[src/rtl/sdram_port_arb_if.sv]
// Bundle of requester-side and controller-side signals around the SDRAM port arbiter.
// slave: the arbiter's view; master: the requesters plus controller around it.
interface sdram_port_arb_if #(
  parameter int ADDR_W = 24,
  parameter int DATA_W = 16
);
  logic [2:0]          req_rd;
  logic [2:0]          req_wr;
  logic [3*ADDR_W-1:0] req_addr;
  logic [3*DATA_W-1:0] req_wdata;
  logic [2:0]          req_ack;
  logic [2:0]          req_err;
  logic [DATA_W-1:0]   req_rdata;
  logic [ADDR_W-1:0]   s_address;
  logic [DATA_W-1:0]   s_data_in;
  logic [DATA_W-1:0]   s_data_out;
  logic                s_read_req;
  logic                s_write_req;
  logic                s_read_ack;
  logic                s_write_ack;
  logic                busy;
  logic [1:0]          grant;

  modport slave (
    input  req_rd, req_wr, req_addr, req_wdata, s_data_out, s_read_ack, s_write_ack,
    output req_ack, req_err, req_rdata, s_address, s_data_in, s_read_req, s_write_req,
           busy, grant
  );

  modport master (
    output req_rd, req_wr, req_addr, req_wdata, s_data_out, s_read_ack, s_write_ack,
    input  req_ack, req_err, req_rdata, s_address, s_data_in, s_read_req, s_write_req,
           busy, grant
  );
endinterface

[src/rtl/sdram_port_arb.sv]
// Three-port transaction arbiter in front of a single-word SDRAM controller port.
// Define SDRAM_ARB_PRIO_EN to give port 0 fixed priority (ports 1/2 round-robin).
//
// state    | meaning
// S_IDLE   | waiting for a request with both controller acks low
// S_ISSUE  | raise s_read_req or s_write_req, clear timeout counter
// S_WAIT   | hold request until matching ack or timeout
// S_RESP   | ack/err to granted port until it and the controller release
module sdram_port_arb #(
  parameter int ADDR_W  = 24,
  parameter int DATA_W  = 16,
  parameter int TIMEOUT = 255
) (
  input logic              sys_clk,
  input logic              sys_rst_n,
  sdram_port_arb_if.slave  bus
);

  typedef enum logic [1:0] {S_IDLE, S_ISSUE, S_WAIT, S_RESP} state_t;

  localparam logic [7:0] TO_LAST = 8'(TIMEOUT - 1);

  state_t     state;
  logic [1:0] rr;
  logic [7:0] cnt;
  logic       op_wr;
  logic [2:0] pend;
  logic [1:0] pick;
  logic       pick_vld;
  logic       acks_low;
  logic       ack_match;

  assign pend      = bus.req_rd | bus.req_wr;
  assign acks_low  = !bus.s_read_ack && !bus.s_write_ack;
  assign ack_match = op_wr ? bus.s_write_ack : bus.s_read_ack;

`ifdef SDRAM_ARB_PRIO_EN
  always_comb begin
    pick     = 2'd0;
    pick_vld = 1'b1;
    if (pend[0])        pick = 2'd0;
    else if (rr == 2'd1) begin
      if (pend[2])      pick = 2'd2;
      else if (pend[1]) pick = 2'd1;
      else              pick_vld = 1'b0;
    end else begin
      if (pend[1])      pick = 2'd1;
      else if (pend[2]) pick = 2'd2;
      else              pick_vld = 1'b0;
    end
  end
`else
  logic [1:0] c0;
  logic [1:0] c1;

  assign c0 = (rr == 2'd2) ? 2'd0 : rr + 2'd1;
  assign c1 = (c0 == 2'd2) ? 2'd0 : c0 + 2'd1;

  always_comb begin
    pick     = 2'd0;
    pick_vld = 1'b1;
    if (pend[c0])      pick = c0;
    else if (pend[c1]) pick = c1;
    else if (pend[rr]) pick = rr;
    else               pick_vld = 1'b0;
  end
`endif

  always_ff @(posedge sys_clk) begin
    if (!sys_rst_n) begin
      state           <= S_IDLE;
      rr              <= 2'd2;
      cnt             <= 8'd0;
      op_wr           <= 1'b0;
      bus.grant       <= 2'd0;
      bus.busy        <= 1'b0;
      bus.s_address   <= '0;
      bus.s_data_in   <= '0;
      bus.s_read_req  <= 1'b0;
      bus.s_write_req <= 1'b0;
      bus.req_ack     <= 3'b000;
      bus.req_err     <= 3'b000;
      bus.req_rdata   <= '0;
    end else begin
      case (state)
        S_IDLE: begin
          // A late ack from an aborted transfer must clear before anything new is issued.
          if (pick_vld && acks_low) begin
            bus.grant     <= pick;
`ifdef SDRAM_ARB_PRIO_EN
            if (pick != 2'd0) rr <= pick;
`else
            rr <= pick;
`endif
            bus.s_address <= bus.req_addr[int'(pick)*ADDR_W +: ADDR_W];
            bus.s_data_in <= bus.req_wdata[int'(pick)*DATA_W +: DATA_W];
            op_wr         <= bus.req_wr[pick];
            bus.busy      <= 1'b1;
            if (bus.req_rd[pick] && bus.req_wr[pick]) begin
              bus.req_ack <= 3'b001 << pick;
              bus.req_err <= 3'b001 << pick;
              state       <= S_RESP;
            end else begin
              state <= S_ISSUE;
            end
          end
        end
        S_ISSUE: begin
          bus.s_read_req  <= !op_wr;
          bus.s_write_req <= op_wr;
          cnt             <= 8'd0;
          state           <= S_WAIT;
        end
        S_WAIT: begin
          if (ack_match) begin
            if (!op_wr) bus.req_rdata <= bus.s_data_out;
            bus.s_read_req  <= 1'b0;
            bus.s_write_req <= 1'b0;
            bus.req_ack     <= 3'b001 << bus.grant;
            bus.req_err     <= 3'b000;
            state           <= S_RESP;
          end else if (cnt == TO_LAST) begin
            bus.s_read_req  <= 1'b0;
            bus.s_write_req <= 1'b0;
            bus.req_ack     <= 3'b001 << bus.grant;
            bus.req_err     <= 3'b001 << bus.grant;
            bus.req_rdata   <= '0;
            state           <= S_RESP;
          end else begin
            cnt <= cnt + 8'd1;
          end
        end
        S_RESP: begin
          if (!bus.req_rd[bus.grant] && !bus.req_wr[bus.grant] && acks_low) begin
            bus.req_ack <= 3'b000;
            bus.req_err <= 3'b000;
            bus.busy    <= 1'b0;
            state       <= S_IDLE;
          end
        end
        default: state <= S_IDLE;
      endcase
    end
  end

endmodule

[src/flat_wrapper.sv]
// flat-port wrapper written by rule: the top's interface ports become plain ports
module sdram_port_arb_flat 
#(
  parameter int ADDR_W  = 24,
  parameter int DATA_W  = 16,
  parameter int TIMEOUT = 255
)
  (sys_clk, sys_rst_n, bus_req_rd, bus_req_wr, bus_req_addr, bus_req_wdata, bus_s_data_out, bus_s_read_ack, bus_s_write_ack, bus_req_ack, bus_req_err, bus_req_rdata, bus_s_address, bus_s_data_in, bus_s_read_req, bus_s_write_req, bus_busy, bus_grant);
  sdram_port_arb_if #(.ADDR_W(ADDR_W), .DATA_W(DATA_W)) bus_i ();
  input logic sys_clk;
  input logic sys_rst_n;
  input wire logic [$bits(bus_i.req_rd)-1:0] bus_req_rd;
  input wire logic [$bits(bus_i.req_wr)-1:0] bus_req_wr;
  input wire logic [$bits(bus_i.req_addr)-1:0] bus_req_addr;
  input wire logic [$bits(bus_i.req_wdata)-1:0] bus_req_wdata;
  input wire logic [$bits(bus_i.s_data_out)-1:0] bus_s_data_out;
  input wire logic [$bits(bus_i.s_read_ack)-1:0] bus_s_read_ack;
  input wire logic [$bits(bus_i.s_write_ack)-1:0] bus_s_write_ack;
  output wire logic [$bits(bus_i.req_ack)-1:0] bus_req_ack;
  output wire logic [$bits(bus_i.req_err)-1:0] bus_req_err;
  output wire logic [$bits(bus_i.req_rdata)-1:0] bus_req_rdata;
  output wire logic [$bits(bus_i.s_address)-1:0] bus_s_address;
  output wire logic [$bits(bus_i.s_data_in)-1:0] bus_s_data_in;
  output wire logic [$bits(bus_i.s_read_req)-1:0] bus_s_read_req;
  output wire logic [$bits(bus_i.s_write_req)-1:0] bus_s_write_req;
  output wire logic [$bits(bus_i.busy)-1:0] bus_busy;
  output wire logic [$bits(bus_i.grant)-1:0] bus_grant;
  assign bus_i.req_rd = bus_req_rd;
  assign bus_i.req_wr = bus_req_wr;
  assign bus_i.req_addr = bus_req_addr;
  assign bus_i.req_wdata = bus_req_wdata;
  assign bus_i.s_data_out = bus_s_data_out;
  assign bus_i.s_read_ack = bus_s_read_ack;
  assign bus_i.s_write_ack = bus_s_write_ack;
  assign bus_req_ack = bus_i.req_ack;
  assign bus_req_err = bus_i.req_err;
  assign bus_req_rdata = bus_i.req_rdata;
  assign bus_s_address = bus_i.s_address;
  assign bus_s_data_in = bus_i.s_data_in;
  assign bus_s_read_req = bus_i.s_read_req;
  assign bus_s_write_req = bus_i.s_write_req;
  assign bus_busy = bus_i.busy;
  assign bus_grant = bus_i.grant;
  sdram_port_arb #(.ADDR_W(ADDR_W), .DATA_W(DATA_W), .TIMEOUT(TIMEOUT)) u_core (.sys_clk(sys_clk), .sys_rst_n(sys_rst_n), .bus(bus_i));
endmodule
[config.mk]
export PLATFORM = sky130hd
export DESIGN_NAME = sdram_port_arb_flat
export DESIGN_NICKNAME = d
export VERILOG_FILES = /design/src/rtl/sdram_port_arb_if.sv /design/src/rtl/sdram_port_arb.sv /design/src/flat_wrapper.sv
export SDC_FILE = /design/constraint.sdc
export NUM_CORES = 1
export LEC_CHECK = 0
export ABC_AREA = 1
export CAP_MARGIN = 20
export CELL_PAD_IN_SITES_DETAIL_PLACEMENT = 1
export CELL_PAD_IN_SITES_GLOBAL_PLACEMENT = 2
export CORE_ASPECT_RATIO = 2
export CORE_UTILIZATION = 20
export DETAILED_ROUTE_END_ITERATION = 16
export GPL_TIMING_DRIVEN = 0
export MAX_ROUTING_LAYER = met4
export PLACE_DENSITY_LB_ADDON = 0.1
export SLEW_MARGIN = 20
export SYNTH_ARGS = -nofsm -noshare
export SYNTH_HDL_FRONTEND = slang
export SYNTH_SLANG_ARGS = --single-unit
[constraint.sdc]
create_clock -name sys_clk -period 2.1 [get_ports sys_clk]
set_input_delay 0.42 -clock sys_clk [delete_from_list [all_inputs] [get_ports sys_clk]]
set_output_delay 0.42 -clock sys_clk [all_outputs]
set_load 0.005 [all_outputs]
; After elaboration in Yosys (flattened, before gate mapping)
; Cells that the tools add are included.
[totals]
ramBits = 0
elab_cells = 112
output_inout_bits = 67
latchBits = 0
mem_count = 0
mem_bits_ro = 0
register_bits = 80
in_bits = 146
[op_classes]
n_lt_le_gt_ge = 5
bitwise = 1
n_shift = 4
div = 0
n_mul = 1
mux = 50
n_eq_ne = 13
n_reduce_logical = 22
n_addsub = 3
[ops]
columns = op, count
row1 = $shiftx 72x32->24, 1
row2 = $mux 16, 3
row3 = $shiftx 48x7->16, 1
row4 = $mux 2, 10
row5 = $mux 3, 6
row6 = $pmux 3 s3, 2
row7 = $mux 8, 2
row8 = $pmux 8 s2, 1
row9 = $lt 2x3->1 const B, 5
row10 = $mux 1, 15
row11 = $bmux 1 s2, 7
row12 = $reduce_and 3->1, 4
row13 = $add 8x1->8 const B, 1
row14 = $eq 2x2->1 const B, 4
row15 = $eq 8x8->1 const B, 1
row16 = $pmux 2 s4, 1
row17 = $ne 2x1->1 const B, 3
row18 = $ne 2x2->1 const B, 3
row19 = $pmux 1 s2, 3
row20 = $reduce_bool 2->1, 3
row21 = $shl 1x2->3 const A, 2
row22 = $logic_and 1x1->1, 5
row23 = $logic_not 1->1, 5
row24 = $reduce_and 5->1, 1
row25 = 8 further kinds, 10

; Depth between registers and ports, before layout
[logic_depth]
ltp_word = 14
depth_mapped = 17
mapped_depth_nobuf = 17

; Worst setup path after synthesis
; Ideal clock, no wire load.
[synth_path]
path_type = flip-flop to flip-flop
start = reg u_core.state[0]
end = reg u_core.bus.req_rdata[13]
n_path_buf = 1
synth_period_minus_slack_ns = 1.749
t_required_ns = 2.030
slack_ns = 0.351
stages_incl_launch_ff = 10
arrival_time_ns = 1.678
setup_time_ns = 0.070
cell_sequence = dfxtp_1 inv_1 ha_1 clkinv_1 a21oi_1 nand2_2 inv_1 buf_4 nand3_1 a21oi_1
[synth_between]
elab_chain_cells = 2
[synth_rtl]
columns = element, line
row1 = start: declaration, sdram_port_arb.sv:23  ; state_t state;
row2 = start signal: assignment, sdram_port_arb.sv:71  ; state <= S_IDLE;
row3 = start signal: assignment, sdram_port_arb.sv:102  ; state <= S_RESP;
row4 = start signal: assignment, sdram_port_arb.sv:104  ; state <= S_ISSUE;
row5 = $eq 2x2->1, sdram_port_arb.sv:85  ; case (state)
row6 = $reduce_and 3->1 (no line), n/a
row7 = end signal: assignment, sdram_port_arb.sv:116  ; if (!op_wr) bus.req_rdata <= bus.s_data_out;
row8 = end: declaration, sdram_port_arb_if.sv:26  ; output req_ack, req_err, req_rdata, s_address, s_data_in, s_read_req, s_write_req,
; No other way between the ends.
; A chain may end at the register's enable or synchronous reset.

; Final worst setup path
[layout_path]
start = reg u_core.bus.grant[0] (netlist bit)
end = reg u_core.bus.req_ack[1]
[layout_between]
elab_chain_cells = 7
elab_cells_between_ends = 14
cone_classes = 1 x eq/ne / 1 x shift / 7 x mux / 5 x reduce/logical
[layout_rtl]
columns = element, line
row1 = start: declaration, sdram_port_arb_if.sv:27  ; busy, grant
row2 = start signal: assignment, sdram_port_arb.sv:89  ; bus.grant <= pick;
row3 = $bmux 1 s2, sdram_port_arb.sv:134  ; if (!bus.req_rd[bus.grant] && !bus.req_wr[bus.grant] && acks_low) begin
row4 = $mux 1 (not written as such), sdram_port_arb.sv:134
row5 = $logic_not 1->1, sdram_port_arb.sv:134
row6 = $logic_and 1x1->1 (2 in series), sdram_port_arb.sv:134
row7 = $ne 2x1->1 (no line), n/a
row8 = $reduce_and 5->1 (no line), n/a
row9 = end signal: assignment, sdram_port_arb.sv:100  ; bus.req_ack <= 3'b001 << pick;
row10 = end signal: assignment, sdram_port_arb.sv:119  ; bus.req_ack <= 3'b001 << bus.grant;
row11 = end signal: assignment, sdram_port_arb.sv:125  ; bus.req_ack <= 3'b001 << bus.grant;
row12 = end: declaration, sdram_port_arb_if.sv:26
; Parallel ways exist; a longest one is shown, timed or not. The select of a mux whose other input is x is not followed.

==> results.py <==
metrics = {
    "detailed_routing": {
        "drt-total-wl_mm": 17.96,
        "via_per_inst": 4.526,
        "num_vias": 4789,
        "ant_nets": 0,
        "firstDrtPassIters": 4,
        "avgRoutedWirePerCell_um": 16.98,
        "drcViolationCount": 0,
        "initialDrtViolationCount": 98,
    },
    "timing": {
        "fmax_ghz": 0.5252,
        "fin_crit_sh_pct": 90.67,
        "slew_headroom_pct": 62.37,
        "hold_violations": 0,
        "fin_hold_ws_ns": 0.4621,
        "tightest_slew_ns": 0.5645,
        "slew_viol_final": 0,
        "min_period_ns": 1.904,
        "setup-violations-final": 0,
        "fin_skew_ns": 0.01057,
        "rsz0062_at_grt": "no",
        "fin_tns_setup_ns": 0,
    },
    "worst_hold_path": {
        "hp-start": "u_core.bus.req_rdata[15]",
        "min_path_type": "reg -> reg",
        "holdPathStages": 2,
        "min_to": "u_core.bus.req_rdata[15]",
    },
    "global_route": {
        "grt_pass1_vias": 5311,
        "grt_pass1_wl_mm": 27.48,
        "grt_max_degree": 13,
        "antenna_found_initial": 0,
        "grt_overflow": 0,
        "track_usage_pct": 18.29,
    },
    "setup_path": {
        "worstPathRequired_ns": 2.34,
        "r2r_slack_ns": 0.20,
        "r2r_start": "u_core.bus.grant[0]",
        "critPathLaunchType": "flip-flop",
        "r2r_end": "u_core.bus.req_ack[1]",
        "end_kind": "flip-flop",
        "worst_ep_arrival_time_ns": 2.15,
        "rr_worst_depth": 15,
        "path_max_fanout": 10,
        "crit_type": "reg -> reg",
    },
    "final_layout": {
        "final_core_utilization_pct": 34.68,
        "drive_above_1_share_pct": 10.43,
        "seq_area_um2": 1585,
        "syn_to_final_growth_pct": 69.80,
        "diodes": 0,
        "multi_input_area_um2": 2183,
        "nNetsFinal": 945,
        "fillers": 2482,
        "final_cells": 1058,
    },
    "clock_network": {
        "cts_made_buffers": 9,
        "clkSinkCount": 79,
        "htreeDepth": 3,
        "clkTransAtPathRegs_ns": 0.06,
        "cts_buffer_depth": 2,
        "cts_tree": "done",
        "cts_hold_buf": 0,
        "insertion_delay_ns": 0.35,
        "cts_root_buf": "clkbuf_16",
    },
    "floorplanning": {
        "ios": 213,
        "fp.dieArea_um2": 20850,
        "core_area_um2": 19820,
        "start_util_pct": 20.42,
        "die_w_um": 102.6,
        "die_h_um": 203.2,
        "rows": 73,
    },
    "power": {
        "p_per_area_nw_per_um2": 893.0,
        "p_leak_nw": 2.669,
        "ir_worst_vdd_uv": 365.4,
        "power_mw": 6.138,
    },
    "logic_synthesis": {
        "ys_ff_latch": 79,
        "avgSynthCellArea_um2": 7.126,
        "syn_nets": 721,
        "synthTopCellsByCount": "134 x nand2_1, 79 x dfxtp_1, 77 x a21oi_1",
        "yosysTopAreaCell": "dfxtp_1",
        "synthTopCellsByArea": "dfxtp_1 39%, nand2_1 12%, a21oi_1 9.5%",
        "synth_area_um2": 4048,
        "synth_cell_type_count": 29,
        "syn_inst": 568,
        "synth_top_area_share_pct": 39.07,
        "synth-main-ff-cell": "dfxtp_1",
        "yosysMostFrequentCell": "nand2_1",
        "synth_edf_count": 0,
        "async_reset_ff_share_pct": 0,
        "ys_warn_count": 0,
        "yosysSeqAreaShare_pct": 39.07,
    },
    "placement": {
        "place_congestion": 0.7683,
        "portBuffers": 212,
        "numPlacedInstances": 1042,
        "hpwlAfterDp_mm": 14.86,
    },
    "run": {
        "maxCapViolCount": 0,
    },
    "run_status": {
        "status": "finished clean",
    },
}
==> stage by stage <==
stage / setup WS, ns / cell area (um^2)
floorplan: 0.3513 / 4048
global placement: -0.5038 / 6497
detailed placement: -0.5808 / 6497
CTS: 0.003629 / 6829
global route: 0.007343 / 6873
finish: 0.1959 / 6873
==> layout make-up <==
| cell class | instances | share of cell area [%] |
|---|---|---|
| Buffer | 36 | 3.313 |
| Multi-Input combinational cell | 417 | 31.77 |
| Clock inverter | 3 | 0.2731 |
| Inverter | 36 | 2.039 |
| Tap cell | 262 | 4.770 |
| Sequential cell | 79 | 23.07 |
| Clock buffer | 12 | 3.732 |
| Timing Repair Buffer | 213 | 31.04 |
==> registers in the layout, summed over array words and instances (netlist names) <==
signal	cells
u_core.bus.busy	1
u_core.bus.grant	2
u_core.bus.req_ack	3
u_core.bus.req_err	3
u_core.bus.req_rdata	16
u_core.bus.s_address	24
u_core.bus.s_data_in	16
u_core.bus.s_read_req	1
u_core.bus.s_write_req	1
u_core.cnt	8
u_core.op_wr	1
u_core.rr	1
u_core.state	2
==> report_power, final <==
| group | switching, mW | internal [mW] |
|---|---|---|
| Clock | 0.653 | 0.858 |
| Sequential | 0.149 | 1.76 |
| Combinational | 1.47 | 1.25 |
==> cell families (layout without fill, tap and decap cells) <==
kind of cell | after synthesis | count (layout) | synth area share, %
compound gates | 174 | 174 | 24.20
xor+xnor | 1 | 1 | 0.2164
fa+ha+maj | 7 | 7 | 2.164
buf+inv | 72 | 300 | 8.346
flops | 79 | 79 | 39.07
simple gates | 235 | 235 | 26.00
==> worst max path at each step <==
stage,from,end,slack [ns],cells past startpoint
after CTS,bus_req_rd[2],u_core.bus.s_data_in[10],0.004,13
after global placement,bus_req_wr[2],u_core.bus.s_data_in[3],-0.50,13
after global routing,u_core.cnt[0],u_core.bus.req_err[0],0.007,14
after floorplan,u_core.state[0],u_core.bus.req_rdata[13],0.35,9
after detailed placement,bus_req_wr[2],u_core.bus.s_address[13],-0.58,11
final,u_core.bus.grant[0],u_core.bus.req_ack[1],0.20,15
==> timing repair <==
action | CTS | global route
setup buffers | 1 | 0
pin swaps | 1 | 0
resized for setup | 24 | 17
gates cloned | 0 | 0
setup endpoints to repair | 70 | 65
==> placed cells by master, fill, tap and decap left out, types with 10 or more instances in the layout <==
cell	count
nand2_2	13
buf_4	12
clkdlybuf4s50_1	206
a22oi_1	16
o211ai_1	13
a21oi_1	74
nand3_1	35
o21ai_0	40
nand2_1	131
clkbuf_1	10
dfxtp_1	78
inv_1	30
nor2_1	31
a31oi_1	24
==> routing by layer <==
metal	wire [um]	track usage (%)	vias to the layer above
li1	-	-	2374
met1	6038	16.20	2231
met2	10690	36.71	158
met3	801	3.324	26
met4	430	6.122	0
met5	0	-	-
==> critical path, cell delays in order, from the launching register on <==
cell and delay (ns):
dfxtp_4 0.37, inv_2 0.18, nand2_4 0.09, nor2_2 0.17
nor2_4 0.07, nand2_2 0.11, nand2_8 0.10, nand2_1 0.08
nand2_2 0.07, inv_2 0.06, nand2_2 0.05, nand2_2 0.08
buf_6 0.14, nand3b_1 0.10, nand2_1 0.07, nor2_1 0.03
Note: power is estimated with default switching activity, not from simulation.
